$ cat src/rtl/param_reg_file_if.sv
// Bus bundle for param_reg_file: read/write/increment/clear selects, data in/out,
// sticky error flags and per-register wrap pulses.
interface param_reg_file_if #(
  parameter int unsigned REG_COUNT = 11,
  parameter int unsigned REG_WIDTH = 12
);
  logic [REG_COUNT-1:0] read_en;
  logic [REG_COUNT-1:0] write_en;
  logic [REG_COUNT-1:0] inc_en;
  logic [REG_COUNT-1:0] clr_en;
  logic [REG_WIDTH-1:0] datain;
  logic                 err_clr;
  logic [REG_WIDTH-1:0] dataout;
  logic [REG_COUNT-1:0] wrap;
  logic                 rd_err;
  logic                 wr_err;

  modport master (
    output read_en, write_en, inc_en, clr_en, datain, err_clr,
    input  dataout, wrap, rd_err, wr_err
  );

  modport slave (
    input  read_en, write_en, inc_en, clr_en, datain, err_clr,
    output dataout, wrap, rd_err, wr_err
  );
endinterface

$ cat src/rtl/param_reg_file.sv
// Parametrised register bank with per-register write/clear/increment, one-hot read mux
// and sticky detection of multi-hot read/write selects.
module param_reg_file #(
  parameter int unsigned                       REG_COUNT   = 11,
  parameter int unsigned                       REG_WIDTH   = 12,
  parameter logic [REG_COUNT*REG_WIDTH-1:0]    RESET_VEC   = '0,
  parameter int unsigned                       DEFAULT_IDX = 8,
  parameter bit                                BYPASS      = 1'b0
) (
  input  logic               clk,
  input  logic               reset,
  param_reg_file_if.slave    bus
);

  localparam int unsigned IDXW = (REG_COUNT > 1) ? $clog2(REG_COUNT) : 1;

  logic [REG_WIDTH-1:0] regs [REG_COUNT];
  logic [REG_COUNT-1:0] wr_sel;
  logic                 wr_multi;
  logic                 rd_multi;
  logic                 rd_onehot;
  logic [REG_WIDTH-1:0] dout;
  logic [REG_COUNT-1:0] wrap_q;
  logic                 rd_err_q;
  logic                 wr_err_q;

  // x & -x isolates the lowest set bit; x & (x-1) is nonzero only when multi-hot
  assign wr_sel    = bus.write_en & (~bus.write_en + REG_COUNT'(1));
  assign wr_multi  = |(bus.write_en & (bus.write_en - REG_COUNT'(1)));
  assign rd_multi  = |(bus.read_en & (bus.read_en - REG_COUNT'(1)));
  assign rd_onehot = (|bus.read_en) & ~rd_multi;

  // Read mux; idle or invalid selects fall back to the default register
  always_comb begin
    dout = regs[IDXW'(DEFAULT_IDX)];
    if (rd_onehot) begin
      for (int i = 0; i < int'(REG_COUNT); i++) begin
        if (bus.read_en[i]) begin
          dout = (BYPASS && wr_sel[i]) ? bus.datain : regs[i];
        end
      end
    end
  end

  always_ff @(posedge clk) begin
    if (reset) begin
      for (int i = 0; i < int'(REG_COUNT); i++) begin
        regs[i] <= RESET_VEC[i*REG_WIDTH +: REG_WIDTH];
      end
      wrap_q   <= '0;
      rd_err_q <= 1'b0;
      wr_err_q <= 1'b0;
    end else begin
      for (int i = 0; i < int'(REG_COUNT); i++) begin
        wrap_q[i] <= 1'b0;
        if (bus.clr_en[i]) begin
          regs[i] <= '0;
        end else if (wr_sel[i]) begin
          regs[i] <= bus.datain;
        end else if (bus.inc_en[i]) begin
          regs[i]   <= regs[i] + REG_WIDTH'(1);
          wrap_q[i] <= &regs[i];
        end
      end
      // New error wins over a simultaneous clear
      rd_err_q <= rd_multi | (rd_err_q & ~bus.err_clr);
      wr_err_q <= wr_multi | (wr_err_q & ~bus.err_clr);
    end
  end

  assign bus.dataout = dout;
  assign bus.wrap    = wrap_q;
  assign bus.rd_err  = rd_err_q;
  assign bus.wr_err  = wr_err_q;

endmodule

$ cat src/flat_wrapper.sv
// flat-port wrapper written by rule: the top's interface ports become plain ports
module param_reg_file_flat 
#(
  parameter int unsigned                       REG_COUNT   = 11,
  parameter int unsigned                       REG_WIDTH   = 12,
  parameter logic [REG_COUNT*REG_WIDTH-1:0]    RESET_VEC   = '0,
  parameter int unsigned                       DEFAULT_IDX = 8,
  parameter bit                                BYPASS      = 1'b0
)
  (clk, reset, bus_read_en, bus_write_en, bus_inc_en, bus_clr_en, bus_datain, bus_err_clr, bus_dataout, bus_wrap, bus_rd_err, bus_wr_err);
  param_reg_file_if #(.REG_COUNT(REG_COUNT), .REG_WIDTH(REG_WIDTH)) bus_i ();
  input  logic clk;
  input  logic reset;
  input wire logic [$bits(bus_i.read_en)-1:0] bus_read_en;
  input wire logic [$bits(bus_i.write_en)-1:0] bus_write_en;
  input wire logic [$bits(bus_i.inc_en)-1:0] bus_inc_en;
  input wire logic [$bits(bus_i.clr_en)-1:0] bus_clr_en;
  input wire logic [$bits(bus_i.datain)-1:0] bus_datain;
  input wire logic [$bits(bus_i.err_clr)-1:0] bus_err_clr;
  output wire logic [$bits(bus_i.dataout)-1:0] bus_dataout;
  output wire logic [$bits(bus_i.wrap)-1:0] bus_wrap;
  output wire logic [$bits(bus_i.rd_err)-1:0] bus_rd_err;
  output wire logic [$bits(bus_i.wr_err)-1:0] bus_wr_err;
  assign bus_i.read_en = bus_read_en;
  assign bus_i.write_en = bus_write_en;
  assign bus_i.inc_en = bus_inc_en;
  assign bus_i.clr_en = bus_clr_en;
  assign bus_i.datain = bus_datain;
  assign bus_i.err_clr = bus_err_clr;
  assign bus_dataout = bus_i.dataout;
  assign bus_wrap = bus_i.wrap;
  assign bus_rd_err = bus_i.rd_err;
  assign bus_wr_err = bus_i.wr_err;
  param_reg_file #(.REG_COUNT(REG_COUNT), .REG_WIDTH(REG_WIDTH), .RESET_VEC(RESET_VEC), .DEFAULT_IDX(DEFAULT_IDX), .BYPASS(BYPASS)) u_core (.clk(clk), .reset(reset), .bus(bus_i));
endmodule
$ cat config.mk
export PLATFORM = sky130hd
export DESIGN_NAME = param_reg_file_flat
export DESIGN_NICKNAME = d
export VERILOG_FILES = /design/src/rtl/param_reg_file_if.sv /design/src/rtl/param_reg_file.sv /design/src/flat_wrapper.sv
export SDC_FILE = /design/constraint.sdc
export NUM_CORES = 1
export LEC_CHECK = 0
export ABC_AREA = 1
export ABC_CLOCK_PERIOD_IN_PS = 2380
export CAP_MARGIN = 20
export CORE_ASPECT_RATIO = 1.25
export CORE_MARGIN = 3
export CORE_UTILIZATION = 59
export CTS_CLUSTER_DIAMETER = 120
export CTS_CLUSTER_SIZE = 25
export DETAILED_ROUTE_END_ITERATION = 10
export PLACE_DENSITY = 0.81
export SKIP_CTS_REPAIR_TIMING = 1
export SLEW_MARGIN = 20
export SYNTH_ARGS = -nofsm -noshare
export SYNTH_HDL_FRONTEND = slang
export SYNTH_SLANG_ARGS = --single-unit
$ cat constraint.sdc
create_clock -name clk -period 2.38 [get_ports clk]
set_input_delay 0.476 -clock clk [delete_from_list [all_inputs] [get_ports clk]]
set_output_delay 0.476 -clock clk [all_outputs]
set_load 0.005 [all_outputs]
==> metrics.txt <==
post-DR vias/cell 6.25; peak supply drop 0.423 mV; Peak Freq 381 MHz; final hold violation count 0; Sw Pwr 0.00187 W; status finished with violations; Max Slew Vio Count 0; clock root buffer clkbuf_16; clock buffer depth 2; Leak Pwr 5.16 nW; routed wire length 35400 microns; Post-synth EDFFs 132; CTS HTree Levels 4; sequential share of power 0.429; placed cell area 11700 sq um; first-pass GRT wire length 52600 microns; area growth from synthesis to layout 30.4%; power density over the cells 560 nW/um^2; Synth Instances 1267; Inserted Clock Buffers 17; Worst-path clk slew 60 ps; First-pass DRT Iterations 6; share of total power in the clock network 0.424; post-synth cell types 41; diode count 0; Gate power share 0.147; number of global-route vias before repair 9907; asr flop ratio synth 0; critical path startpoint category input pin; area of the mapped netlist 9660 sq um; fin crit period 2630 ps; critical path capture point type output port; Clk Latency, worst-skew pair 440 ps; PortBufs 83; largest net degree at the start of global routing 23; GP Congestion 1.11; Final WS setup -248 ps; Syn. warnings 0; CTS tree built; Worst Hold Class flop to flop; Routed wire per std cell 20.8 microns; sequential element share of the synthesized area 0.437; critical path arrival 2150 ps; DIE WIDTH 120 microns; crit path kind input pin to output port; # fillers 1135; clk_skew 10.1 ps; Slew Limit Headroom 0.604; GRT Util Overall 0.386; hpwl dp 26100 microns; core area 15800 sq um; Rows 51; #FFs+latches synth 145; max cap viols 0; Reg area 4220 sq um; initial antenna violation count 0; failing checks negative setup slack; prevailing post-synth register cell edfxtp_1; CTS Sinks 145; Crit path required time 1900 ps; global route overflow 0; drt initial violations 1573; synthesized net count 1337; most frequent cells in the layout 303 x nand2_1, 145 x inv_1, 132 x edfxtp_1; area of the multi-input gates 4830 sq um; worst-margin pin slew 588 ps; internal power 0.00519 W; Avg Cell Area, Syn 7.62 sq um; commonest non-fill, non-tap cell in the layout nand2_1; Die Ht 149 microns; final routed DRC violation total 0; starting density of the core 0.610; final instance area 12600 sq um; Worst Path Max Fanout 5; final setup fails 12; RSZ-0062 raised after global routing yes; via count 10.6k; Switching Share 0.265; antenna-violating nets left 0; Min Hold Slack 540 ps; I/O Pins 84; die footprint 17900 sq um; share of layout cells above drive strength 1 0.166; crit share post-route 1.10; Final Net Count 1547
[worst max-delay path: stages]
cell and delay (ps):
clkdlybuf4s50_1 570, nand2_1 150, nand4_1 180, nor2_4 230
buf_6 140, clkbuf_16 150, nand2_2 60, o21ai_2 70
buf_2 130
[kinds of logic (layout without fill, tap and decap cells)]
family,Yosys count,in the layout,share of synthesized area
flip-flops,145,145,0.437
AND/OR/NAND/NOR,614,614,0.269
XOR/XNOR,56,56,0.0508
AO/OA/AOI/OAI,248,248,0.149
adder cells (fa/ha/maj),11,11,0.0143
buffers and inverters,193,415,0.0790
[flip-flops by register name, indices dropped and copies added, names as in the netlist]
| register | flops |
|---|---|
| u_core.bus.wrap | 11 |
| u_core.bus.wr_err | 1 |
| u_core.regs | 132 |
| u_core.bus.rd_err | 1 |
[per-stage QoR]
| step | utilization | total power [W] | cells | setup TNS, ps | worst slack (ps) |
|---|---|---|---|---|---|
| floorplan | - | 0.00348 | 1267 | 0 | 222 |
| CTS | 0.780 | 0.00697 | 1688 | -9850 | -862 |
| finish | 0.796 | 0.00706 | 1701 | -2250 | -248 |
| global placement | 0.739 | 0.00403 | 1657 | -10010 | -884 |
| detailed placement | 0.739 | 0.00404 | 1657 | -9870 | -830 |
| global route | 0.796 | 0.00723 | 1701 | -2480 | -265 |
[power groups by stage]
stage / clock [W] / sequential [W] / combinational, W
6_report: 0.00299 / 0.00303 / 0.00104
3_5_place_dp: 0 / 0.00307 / 0.000968
3_3_place_gp: 0 / 0.00307 / 0.000957
2_1_floorplan: 0 / 0.00304 / 0.000442
4_1_cts: 0.00297 / 0.00302 / 0.000978
5_1_grt: 0.00310 / 0.00304 / 0.00110
[layout make-up]
cell class	instances	share of cell area
Timing Repair Buffer	228	0.163
Inverter	156	0.0469
Sequential cell	145	0.335
Tap cell	212	0.0211
Clock inverter	12	0.0163
Multi-Input combinational cell	929	0.383
Clock buffer	19	0.0344
[synthesized netlist by cell type (2+ instances only)]
cell      count  area [sq um]
nand2_1     321          1200
inv_1       147           552
edfxtp_1    132          3960
nor2_1      118           443
nand3_1     105           526
o21ai_0      92           460
o22ai_1      60           375
a21oi_1      56           280
xor2_1       43           377
nor3_1       33           165
clkbuf_1     27           101
nand4_1      15          93.8
dfxtp_1      13           260
xnor2_1      13           114
a221oi_1     12           105
ha_1         11           138
clkinv_1      9          33.8
a31oi_1       7          43.8
o32ai_1       7          61.3
or2_2         5          31.3
a211oi_1      4          30.0
buf_6         4          45.0
nor4_1        4          25.0
a22o_1        3          26.3
buf_2         3          15.0
nand3b_1      3          22.5
nor2_4        3          33.8
nor3b_1       2          15.0
o211ai_1      2          15.0
o221ai_1      2          17.5
[routing by layer]
layer	track usage	up-vias	part of all wire
li1	-	4772	-
met1	0.464	4855	0.34
met2	0.616	800	0.45
met3	0.0869	203	0.11
met4	0.268	0	0.087
met5	0	-	0
[path summary, 6_finish.rpt]
path	startpoint	end	slack, ps	cells past startpoint
worst min-delay path	u_core.regs[5][11]$_SDFFCE_PP0P_	u_core.bus.wrap[10]$_SDFF_PP0_	540	2
worst max register to register	u_core.regs[4][0]$_SDFFCE_PN0P_	u_core.regs[4][10]$_SDFFCE_PN0P_	210	9
worst max-delay path	bus_read_en[10]	bus_dataout[2]	-250	9
worst min register to register	u_core.regs[5][11]$_SDFFCE_PP0P_	u_core.bus.wrap[10]$_SDFF_PP0_	540	2
Note: power is estimated with default switching activity, not from simulation.
